`config.mk`:
```
export PLATFORM = sky130hd
export DESIGN_NAME = fetch_ctrl_flat
export DESIGN_NICKNAME = d
export VERILOG_FILES = /design/src/rtl/fetch_ctrl_if.sv /design/src/rtl/fetch_ctrl.sv /design/src/flat_wrapper.sv
export SDC_FILE = /design/constraint.sdc
export NUM_CORES = 1
export LEC_CHECK = 0
export ABC_AREA = 1
export CAP_MARGIN = 20
export CORE_ASPECT_RATIO = 0.6
export CORE_UTILIZATION = 55
export CTS_CLUSTER_DIAMETER = 200
export DETAILED_ROUTE_END_ITERATION = 8
export GPL_TIMING_DRIVEN = 0
export PLACE_DENSITY_LB_ADDON = 0.12
export SYNTH_ARGS = -nofsm -noshare
export SYNTH_HDL_FRONTEND = slang
export SYNTH_SLANG_ARGS = --single-unit
```
`constraint.sdc`:
```
create_clock -name clk -period 2.4 [get_ports clk]
set_input_delay 0.24 -clock clk [delete_from_list [all_inputs] [get_ports clk]]
set_output_delay 0.24 -clock clk [all_outputs]
set_load 0.05 [all_outputs]
```
`src/rtl/fetch_ctrl_if.sv`:
```
// Fetch controller bus bundle: instruction-memory port, decoder-side
// valid/ready queue head, and the redirect request.
// Optional signal fetch_count exists only when FETCH_PERF_EN is defined.
interface fetch_ctrl_if;
    logic        run;
    logic [7:0]  mem_addr;
    logic [15:0] mem_inst;
    logic        out_valid;
    logic        out_ready;
    logic [15:0] out_inst;
    logic [7:0]  out_pc;
    logic        redirect;
    logic [7:0]  redirect_pc;
`ifdef FETCH_PERF_EN
    logic [15:0] fetch_count;
`endif

    // Fetch controller side
    modport master (
        input  run,
        output mem_addr,
        input  mem_inst,
        output out_valid,
        input  out_ready,
        output out_inst,
        output out_pc,
        input  redirect,
        input  redirect_pc
`ifdef FETCH_PERF_EN
        ,
        output fetch_count
`endif
    );

    // Environment side (memory, decoder, branch unit)
    modport slave (
        output run,
        input  mem_addr,
        output mem_inst,
        input  out_valid,
        output out_ready,
        input  out_inst,
        input  out_pc,
        output redirect,
        output redirect_pc
`ifdef FETCH_PERF_EN
        ,
        input  fetch_count
`endif
    );
endinterface

```
`src/rtl/fetch_ctrl.sv`:
```
// Instruction fetch controller: walks a byte-address fetch pointer in steps
// of 2, pushes {instruction, address} into a 2-entry queue toward the
// decoder, and flushes/reloads on redirect with a single bubble cycle.
// Optional macro FETCH_PERF_EN adds a saturating 16-bit count of accepted
// pops on bus.fetch_count.
module fetch_ctrl #(
    parameter logic [7:0] RESET_PC = 8'h00
) (
    input  logic          clk,
    input  logic          rst,
    fetch_ctrl_if.master  bus
);

    typedef enum logic [1:0] {
        IDLE  = 2'd0,
        FETCH = 2'd1,
        REDIR = 2'd2
    } state_t;

    state_t      state_q;
    logic [7:0]  fpc_q;
    logic [15:0] inst_q [2];
    logic [7:0]  pc_q   [2];
    logic        wr_ptr_q;
    logic        rd_ptr_q;
    logic [1:0]  count_q;

    logic        do_pop;
    logic        do_push;

    // A pop is only meaningful when the head is valid; redirect discards it.
    assign do_pop  = (count_q != 2'd0) && bus.out_ready && !bus.redirect;

    // Push only while fetching with run held; a full queue accepts a push
    // only when the head leaves in the same cycle.
    assign do_push = (state_q == FETCH) && bus.run && !bus.redirect &&
                     ((count_q != 2'd2) || do_pop);

    assign bus.mem_addr  = fpc_q;
    assign bus.out_valid = (count_q != 2'd0);
    assign bus.out_inst  = inst_q[rd_ptr_q];
    assign bus.out_pc    = pc_q[rd_ptr_q];

    // Fetch pointer, queue storage/pointers and control FSM share one
    // register block so redirect priority is expressed in one place.
    always_ff @(posedge clk or posedge rst) begin
        if (rst) begin
            state_q  <= IDLE;
            fpc_q    <= RESET_PC & 8'hFE;
            wr_ptr_q <= 1'b0;
            rd_ptr_q <= 1'b0;
            count_q  <= 2'd0;
            for (int i = 0; i < 2; i++) begin
                inst_q[i] <= 16'h0000;
                pc_q[i]   <= 8'h00;
            end
        end else if (bus.redirect) begin
            // Flush and reload; the queue is emptied and the next cycle is
            // a bubble while the new address is presented to memory.
            state_q  <= REDIR;
            fpc_q    <= bus.redirect_pc & 8'hFE;
            wr_ptr_q <= 1'b0;
            rd_ptr_q <= 1'b0;
            count_q  <= 2'd0;
        end else begin
            if (do_push) begin
                inst_q[wr_ptr_q] <= bus.mem_inst;
                pc_q[wr_ptr_q]   <= fpc_q;
                wr_ptr_q         <= ~wr_ptr_q;
                fpc_q            <= fpc_q + 8'd2;
            end
            if (do_pop) begin
                rd_ptr_q <= ~rd_ptr_q;
            end
            case ({do_push, do_pop})
                2'b10:   count_q <= count_q + 2'd1;
                2'b01:   count_q <= count_q - 2'd1;
                default: count_q <= count_q;
            endcase
            case (state_q)
                IDLE:    state_q <= bus.run ? FETCH : IDLE;
                FETCH:   state_q <= bus.run ? FETCH : IDLE;
                REDIR:   state_q <= bus.run ? FETCH : IDLE;
                default: state_q <= IDLE;
            endcase
        end
    end

`ifdef FETCH_PERF_EN
    logic [15:0] fetch_count_q;

    assign bus.fetch_count = fetch_count_q;

    // Count instructions handed to the decoder, saturating at all-ones.
    always_ff @(posedge clk or posedge rst) begin
        if (rst) begin
            fetch_count_q <= 16'h0000;
        end else if (do_pop && (fetch_count_q != 16'hFFFF)) begin
            fetch_count_q <= fetch_count_q + 16'd1;
        end
    end
`endif

endmodule

```
`src/flat_wrapper.sv`:
```
// flat-port wrapper written by rule: the top's interface ports become plain ports
module fetch_ctrl_flat 
#(
    parameter logic [7:0] RESET_PC = 8'h00
)
  (clk, rst, bus_run, bus_mem_addr, bus_mem_inst, bus_out_valid, bus_out_ready, bus_out_inst, bus_out_pc, bus_redirect, bus_redirect_pc);
  fetch_ctrl_if bus_i ();
  input  logic clk;
  input  logic rst;
  input wire logic [$bits(bus_i.run)-1:0] bus_run;
  output wire logic [$bits(bus_i.mem_addr)-1:0] bus_mem_addr;
  input wire logic [$bits(bus_i.mem_inst)-1:0] bus_mem_inst;
  output wire logic [$bits(bus_i.out_valid)-1:0] bus_out_valid;
  input wire logic [$bits(bus_i.out_ready)-1:0] bus_out_ready;
  output wire logic [$bits(bus_i.out_inst)-1:0] bus_out_inst;
  output wire logic [$bits(bus_i.out_pc)-1:0] bus_out_pc;
  input wire logic [$bits(bus_i.redirect)-1:0] bus_redirect;
  input wire logic [$bits(bus_i.redirect_pc)-1:0] bus_redirect_pc;
  assign bus_i.run = bus_run;
  assign bus_mem_addr = bus_i.mem_addr;
  assign bus_i.mem_inst = bus_mem_inst;
  assign bus_out_valid = bus_i.out_valid;
  assign bus_i.out_ready = bus_out_ready;
  assign bus_out_inst = bus_i.out_inst;
  assign bus_out_pc = bus_i.out_pc;
  assign bus_i.redirect = bus_redirect;
  assign bus_i.redirect_pc = bus_redirect_pc;
  fetch_ctrl #(.RESET_PC(RESET_PC)) u_core (.clk(clk), .rst(rst), .bus(bus_i));
endmodule
```
==> out/qor_table.md, run 1 <==
| Item | Reported | Unit |
|:---|:---|:---|
| Number of global-route vias before repair | 2412 | - |
| Post-DR vias/cell | 5.07 | - |
| Mean instance size in the synthesized netlist | 8.21 | um2 |
| Area inside the core boundary | 5100 | um2 |
| Post-route setup TNS | 0 | ns |
| DRC | 0 | - |
| Maximum resistive drop on vdd | 0.553 | mV |
| Global-route wire length before repair | 11100 | um |
| Distinct cell type count of the synthesized netlist | 26 | - |
| Die ar. | 5640 | um2 |
| Total congestion overflow after global routing | 0 | - |
| Fraction of final layout cells sized beyond drive strength 1 | 19.7 | % |
| Maximum count of clock buffers along a single path | 2 | - |
| Sequential element share of the synthesized area | 50.4 | % |
| Most common flop cell mapped by yosys | sky130_fd_sc_hd__dfrtp_1 | - |
| Detailed-routing iteration count for the pre-antenna-repair pass | 4 | - |
| Path type of the worst min-delay path | input pin to async pin | - |
| Unrepaired setup endpoints after global routing | yes | - |
| Final #Nets | 458 | - |
| Max Fclk | 434 | MHz |
| Final Cell Area | 3730 | um2 |
| Tightest slew margin relative to the limit | 55.6 | % |
| Final worst path period share | 96.0 | % |
| Critical Path Start Type | flip-flop | - |
| YS warnings | 0 | - |
| Standby leakage power | 1.89 | nW |
| Count of pins over their slew limit | 0 | - |
| Top-Level Pins | 62 | - |
| Synth-to-layout area growth | 27.4 | % |
| Number of CTS-inserted buffers | 9 | - |
| Proportion of register bits with asynchronous set or reset after synthesis | 100 | % |
| Number of vias after detailed routing | 2527 | - |
| Cell Area, Placed | 3620 | um2 |
| H-Tree Depth | 3 | - |
| Final non-filler cell total | 498 | - |
| Global routing usage summed across all routing layers | 26.9 | % |
| Pin count of the biggest net entering global routing | 32 | - |
| Initial drt markers | 165 | - |
| Number of cells produced by synthesis | 357 | - |
| Clock tree from TritonCTS | done | - |
| Post CTS Setup Buffer Count | 0 | - |
| Dpl cells | 483 | - |
| Status | complete, no violations | - |
| Height of the chip | 58.6 | um |
| Worst clock skew | 0.00811 | ns |
| Cell Pwr Density | 788 | nW/um2 |
| Synthesized flop and latch total | 59 | - |
| Number of sinks handled by clock tree synthesis | 59 | - |
| Category of the worst setup path capture point | primary output | - |
| Clock transition at path regs | 0.06 | ns |
| Post-Syn Area | 2930 | um2 |
| Kind of critical path | flip-flop to primary output | - |
| Slew at the pin closest to its max-slew limit | 0.665 | ns |
| Clk Latency, worst-skew pair | 0.33 | ns |
| WL per Instance | 13.5 | um |
| Number of nets still failing antenna checks after routing | 0 | - |
| Commonest non-fill, non-tap cells in the layout | sky130_fd_sc_hd__nand2_1, sky130_fd_sc_hd__dfrtp_1, sky130_fd_sc_hd__clkdlybuf4s50_1, sky130_fd_sc_hd__inv_1, sky130_fd_sc_hd__o21ai_0 | - |
| Worst-case hold slack | 0.329 | ns |
| Routed wire length | 6740 | um |
| Maximum fanout along the worst path | 10 | - |
| Clk root buf | sky130_fd_sc_hd__clkbuf_8 | - |
| Starting Density | 57.4 | % |
| Worst endpoint data arrival time | 2.06 | ns |
| Number of enable-type register cells in the synthesized netlist | 0 | - |
| Commonest non-fill, non-tap cell in the layout | sky130_fd_sc_hd__nand2_1 | - |
| Number of antenna violations at the first check in global routing | 0 | - |
| Number of buffers inserted by port buffering | 58 | - |
| Setup violations, final | 0 | - |
| Detailed Place HPWL | 4740 | um |
| Final weighted congestion in routability-driven placement | 0.797 | - |
| Required time reported for the critical path endpoint | 2.16 | ns |
| Die width | 96.3 | um |
| Clock period minus final worst setup slack | 2.30 | ns |
| Max-Cap Viols | 0 | - |
| Placement Rows | 20 | - |
| Final hold violations | 0 | - |
| Antenna fix cells | 0 | - |
## cells in the mapped netlist, types with 2 or more instances
cell type                  number  area share (%)
sky130_fd_sc_hd__nand2_1      144              18
sky130_fd_sc_hd__dfrtp_1       59              50
sky130_fd_sc_hd__inv_1         34             4.4
sky130_fd_sc_hd__o21ai_0       32             5.5
sky130_fd_sc_hd__o21ai_2       16             4.8
sky130_fd_sc_hd__nand2_2       12             2.6
sky130_fd_sc_hd__nand3_1       12             2.0
sky130_fd_sc_hd__nor2_1         8             1.0
sky130_fd_sc_hd__buf_6          5             1.9
sky130_fd_sc_hd__clkbuf_1       5            0.64
sky130_fd_sc_hd__a21oi_1        4            0.68
sky130_fd_sc_hd__buf_4          4             1.0
sky130_fd_sc_hd__nand4_1        3            0.64
sky130_fd_sc_hd__nor2_4         3             1.2
sky130_fd_sc_hd__buf_12         2             1.4
sky130_fd_sc_hd__buf_2          2            0.34
sky130_fd_sc_hd__inv_2          2            0.26
sky130_fd_sc_hd__xor2_1         2            0.60
## layer usage
metal	vias to the layer above	GRT usage, %	routed length [um]
met3	4	8.79	478
met5	-	0	0
met1	1192	36.6	3220
met4	0	7.89	34
met2	91	41.4	3000
li1	1240	-	-
## flip-flops by register name (all words and copies together), names as in the netlist
signal and cells:
u_core.state_q 2, u_core.rd_ptr_q 1, u_core.bus.mem_addr 7, u_core.pc_q 14, u_core.count_q 2, u_core.inst_q 32
u_core.wr_ptr_q 1
## stage by stage
stage	setup slack (ns)	utilization, %	total power [mW]
2_1_floorplan	0.499	-	1.92
3_3_place_gp	-0.367	70.5	2.25
3_5_place_dp	-0.0192	70.9	2.27
4_1_cts	0.00428	73.9	2.97
5_1_grt	-0.0946	73.2	3.08
6_report	0.0961	73.2	2.94
## layout make-up
| type | count | area [um2] |
|---|---|---|
| plain buffers | 18 | 158 |
| clock inverters | 3 | 15.0 |
| fillers | 402 | 1370 |
| clock buffers | 12 | 145 |
| inverters | 37 | 141 |
| repair buffers | 59 | 554 |
| well taps | 66 | 82.6 |
| flip-flops and latches | 59 | 1480 |
| multi-input cells | 244 | 1160 |
## kinds of logic after synthesis
kind of cell | after synthesis | share of synthesized area, %
simple gates | 185 | 26.8
flops | 59 | 50.4
buf+inv | 55 | 10.1
compound gates | 54 | 11.6
xor+xnor | 2 | 0.598
fa+ha+maj | 1 | 0.427
other cells | 1 | 0.128
## worst max-delay path, cell delays in order, from the launching register on
cell and delay, ns:
sky130_fd_sc_hd__dfrtp_1 0.36, sky130_fd_sc_hd__clkbuf_1 0.36, sky130_fd_sc_hd__clkbuf_2 0.33, sky130_fd_sc_hd__nand2_1 0.08, sky130_fd_sc_hd__o21ai_0 0.08, sky130_fd_sc_hd__clkdlybuf4s15_1 0.51
## where the power goes
part	leakage [nW]	switching, mW	internal (mW)
Clock	0.0860	0.359	0.392
Combinational	1.05	0.684	0.297
Sequential	0.751	0.0724	1.14
Total	1.89	1.12	1.83
## path summary, 6_finish.rpt
check / cells after the start / end / from / slack [ns]
setup / recovery: 5 / bus_out_inst[9] / u_core.rd_ptr_q / 0.1
hold / removal: 2 / u_core.inst_q[8] / rst / 0.33
setup reg to reg: 8 / u_core.inst_q[26] / u_core.count_q[0] / 0.86
hold reg to reg: 1 / u_core.state_q[0] / u_core.state_q[1] / 0.46
max in group asynchronous: 3 / u_core.wr_ptr_q / rst / 1.48
min in group clk: 1 / u_core.state_q[1] / bus_redirect / 0.40
## timing repair
| action | CTS | global route |
|---|---|---|
| hold buffers | 0 | 0 |
| resized for setup | 38 | 39 |
| pin swaps | 0 | 0 |
| endpoints found under the hold margin | 0 | 0 |
| setup endpoints to repair | 19 | 16 |
(Power assumes the default switching activity.)
==> inputs of run 2 (changes only) <==
- TNS_END_PERCENT: not set -> 30
==> out/qor_table.md, run 2 (synthesis results as in run 1) <==
| Item | Reported | Unit | Delta |
|:---|:---|:---|:---|
| Final weighted congestion in routability-driven placement | 0.797 | - | unchanged |
| Clock transition at path regs | 0.06 | ns | about the same |
| Setup slack at placement | -0.0192 | ns | unchanged |
| Required time reported for the critical path endpoint | 2.16 | ns | about the same |
| Area inside the core boundary | 5100 | um2 | unchanged |
| Kind of critical path | flip-flop to primary output | - | unchanged |
| Slew at the pin closest to its max-slew limit | 0.658 | ns | was 0.665 ns |
| Die width | 96.3 | um | unchanged |
| Height of the chip | 58.6 | um | unchanged |
| Cell Pwr Density | 785 | nW/um2 | was 788 nW/um2 |
| Number of buffers inserted by port buffering | 58 | - | unchanged |
| Synth-to-layout area growth | 28.6 | % | was 27.4% |
| Standby leakage power | 1.89 | nW | about the same |
| Number of global-route vias before repair | 2418 | - | was 2412 |
| Post-DR vias/cell | 5.06 | - | was 5.07 |
| Routed wire length | 6710 | um | was 6740 um |
| Worst endpoint data arrival time | 2.07 | ns | was 2.06 ns |
| Post-CTS Hold Fix Bufs | 0 | - | unchanged |
| Commonest non-fill, non-tap cell in the layout | sky130_fd_sc_hd__nand2_1 | - | unchanged |
| Commonest non-fill, non-tap cells in the layout | sky130_fd_sc_hd__nand2_1, sky130_fd_sc_hd__dfrtp_1, sky130_fd_sc_hd__clkdlybuf4s50_1, sky130_fd_sc_hd__inv_1, sky130_fd_sc_hd__o21ai_0 | - | unchanged |
| Status | complete, no violations | - | unchanged |
| Number of CTS-inserted buffers | 9 | - | unchanged |
| Maximum count of clock buffers along a single path | 2 | - | unchanged |
| Setup violations, final | 0 | - | unchanged |
| Cell breakdown of the critical path | clkbuf_1 -> clkbuf_2 -> nand2_1 -> o21ai_0 -> clkdlybuf4s15_1 | - | unchanged |
| Path type of the worst min-delay path | input pin to async pin | - | unchanged |
| Most flop-heavy register | u_core.inst_q | - | unchanged |
| WL per Instance | 13.5 | um | about the same |
| Placement Rows | 20 | - | unchanged |
| Clock tree from TritonCTS | done | - | unchanged |
| Flip-flop count of the largest register after layout | 32 | - | unchanged |
| Clock period minus final worst setup slack | 2.31 | ns | was 2.30 ns |
| Max-Cap Viols | 0 | - | unchanged |
| Global-route wire length before repair | 11100 | um | about the same |
| Fill count | 399 | - | was 402 |
| Critical Path Start Type | flip-flop | - | unchanged |
| Final hold violations | 0 | - | unchanged |
| Top-Level Pins | 62 | - | unchanged |
| Number of sinks handled by clock tree synthesis | 59 | - | unchanged |
| H-Tree Depth | 3 | - | unchanged |
| Fraction of final layout cells sized beyond drive strength 1 | 17.8 | % | was 19.7% |
| Post-route setup TNS | 0 | ns | unchanged |
| Cell type of the slowest stage on the worst timing path | sky130_fd_sc_hd__clkdlybuf4s15_1 | - | unchanged |
| Design Power | 2.96 | mW | was 2.94 mW |
| Maximum fanout along the worst path | 10 | - | unchanged |
| Maximum resistive drop on vdd | 0.554 | mV | was 0.553 mV |
| Final #Nets | 458 | - | unchanged |
| Clk Latency, worst-skew pair | 0.34 | ns | was 0.33 ns |
| Initial drt markers | 153 | - | was 165 |
| Detailed-routing iteration count for the pre-antenna-repair pass | 4 | - | unchanged |
| Total congestion overflow after global routing | 0 | - | unchanged |
| Detailed Place HPWL | 4740 | um | unchanged |
| Starting Density | 57.4 | % | unchanged |
| Worst Slack Setup Final | 0.0870 | ns | was 0.0961 ns |
| DRC | 0 | - | unchanged |
| Final worst path period share | 96.4 | % | was 96.0% |
| Antenna fix cells | 0 | - | unchanged |
| Number of vias after detailed routing | 2522 | - | was 2527 |
| Max Fclk | 432 | MHz | was 434 MHz |
| Post CTS Setup Buffer Count | 0 | - | unchanged |
| Worst clock skew | 0.00676 | ns | was 0.00811 ns |
| Die ar. | 5640 | um2 | unchanged |
| Clk root buf | sky130_fd_sc_hd__clkbuf_8 | - | unchanged |
| Pin count of the biggest net entering global routing | 32 | - | unchanged |
| Number of nets still failing antenna checks after routing | 0 | - | unchanged |
| Unrepaired setup endpoints after global routing | yes | - | unchanged |
| Largest stage delay on the critical path | 0.52 | ns | was 0.51 ns |
| Tightest slew margin relative to the limit | 56.1 | % | was 55.6% |
| Number of antenna violations at the first check in global routing | 0 | - | unchanged |
| Count of pins over their slew limit | 0 | - | unchanged |
| Global routing usage summed across all routing layers | 26.9 | % | about the same |
| Category of the worst setup path capture point | primary output | - | unchanged |
==> run 2: changes by cell type in the layout (fill, tap and decap cells not counted), sizes merged <==
cell           change
clkdlybuf4s15      +7
clkbuf             -7
==> run 2: what timing repair did <==
| action | 4_1_cts | 5_1_grt |
|---|---|---|
| setup endpoints to repair | 19 | 18 |
| hold endpoints to repair | 0 | 0 |
| gates resized for setup | 34 | 27 |
==> run 2: where the power goes <==
group / switching [mW] / total [mW] / internal, mW / leakage, nW
Sequential: 0.0723 / 1.21 / 1.14 / 0.751
Clock: 0.362 / 0.753 / 0.391 / 0.0860
Combinational: 0.683 / 0.994 / 0.311 / 1.05
==> run 2: critical path, delay by kind of cell (launching register included) <==
family | cells | cell delay [ns]
buf+inv | 3 | 1.20
compound gates | 1 | 0.09
flops | 1 | 0.36
simple gates | 1 | 0.08
==> run 2: worst paths after layout <==
check	end	depth (start not counted)	start	slack, ns
min	u_core.inst_q[8]	2	rst	0.32
min reg2reg	u_core.state_q[0]	1	u_core.state_q[1]	0.45
max reg2reg	u_core.inst_q[25]	8	u_core.count_q[0]	0.87
min in group clk	u_core.state_q[1]	1	bus_redirect	0.40
max	bus_out_pc[5]	5	u_core.rd_ptr_q	0.09
max in group asynchronous	u_core.wr_ptr_q	3	rst	1.49
==> run 2: per-layer routing <==
layer	part of all wire (%)	GRT usage [%]	routed length, um
met5	0	0	0
met4	0.88	7.89	59
met3	7.9	8.79	527
met2	45	41.3	3020
met1	46	36.8	3100
==> run 2: final cells by class <==
type / count / area, um2 / share of cell area, %
multi-input combinational: 244 / 1160 / 30.8
timing repair buffer: 59 / 588 / 15.6
inverter: 37 / 141 / 3.75
buffer: 18 / 158 / 4.18
sequential: 59 / 1480 / 39.2
clock buffer: 12 / 145 / 3.85
clock inverter: 3 / 15.0 / 0.398
tap: 66 / 82.6 / 2.19
==> run 2: metrics by stage <==
step	cells	instance area [um2]	utilization, %	hold slack [ns]
3_5_place_dp	483	3620	70.9	0.449
5_1_grt	498	3770	73.8	0.391
4_1_cts	498	3770	73.8	0.344
3_3_place_gp	482	3600	70.5	0.438
6_report	498	3770	73.8	0.322
2_1_floorplan	358	2940	-	0.271
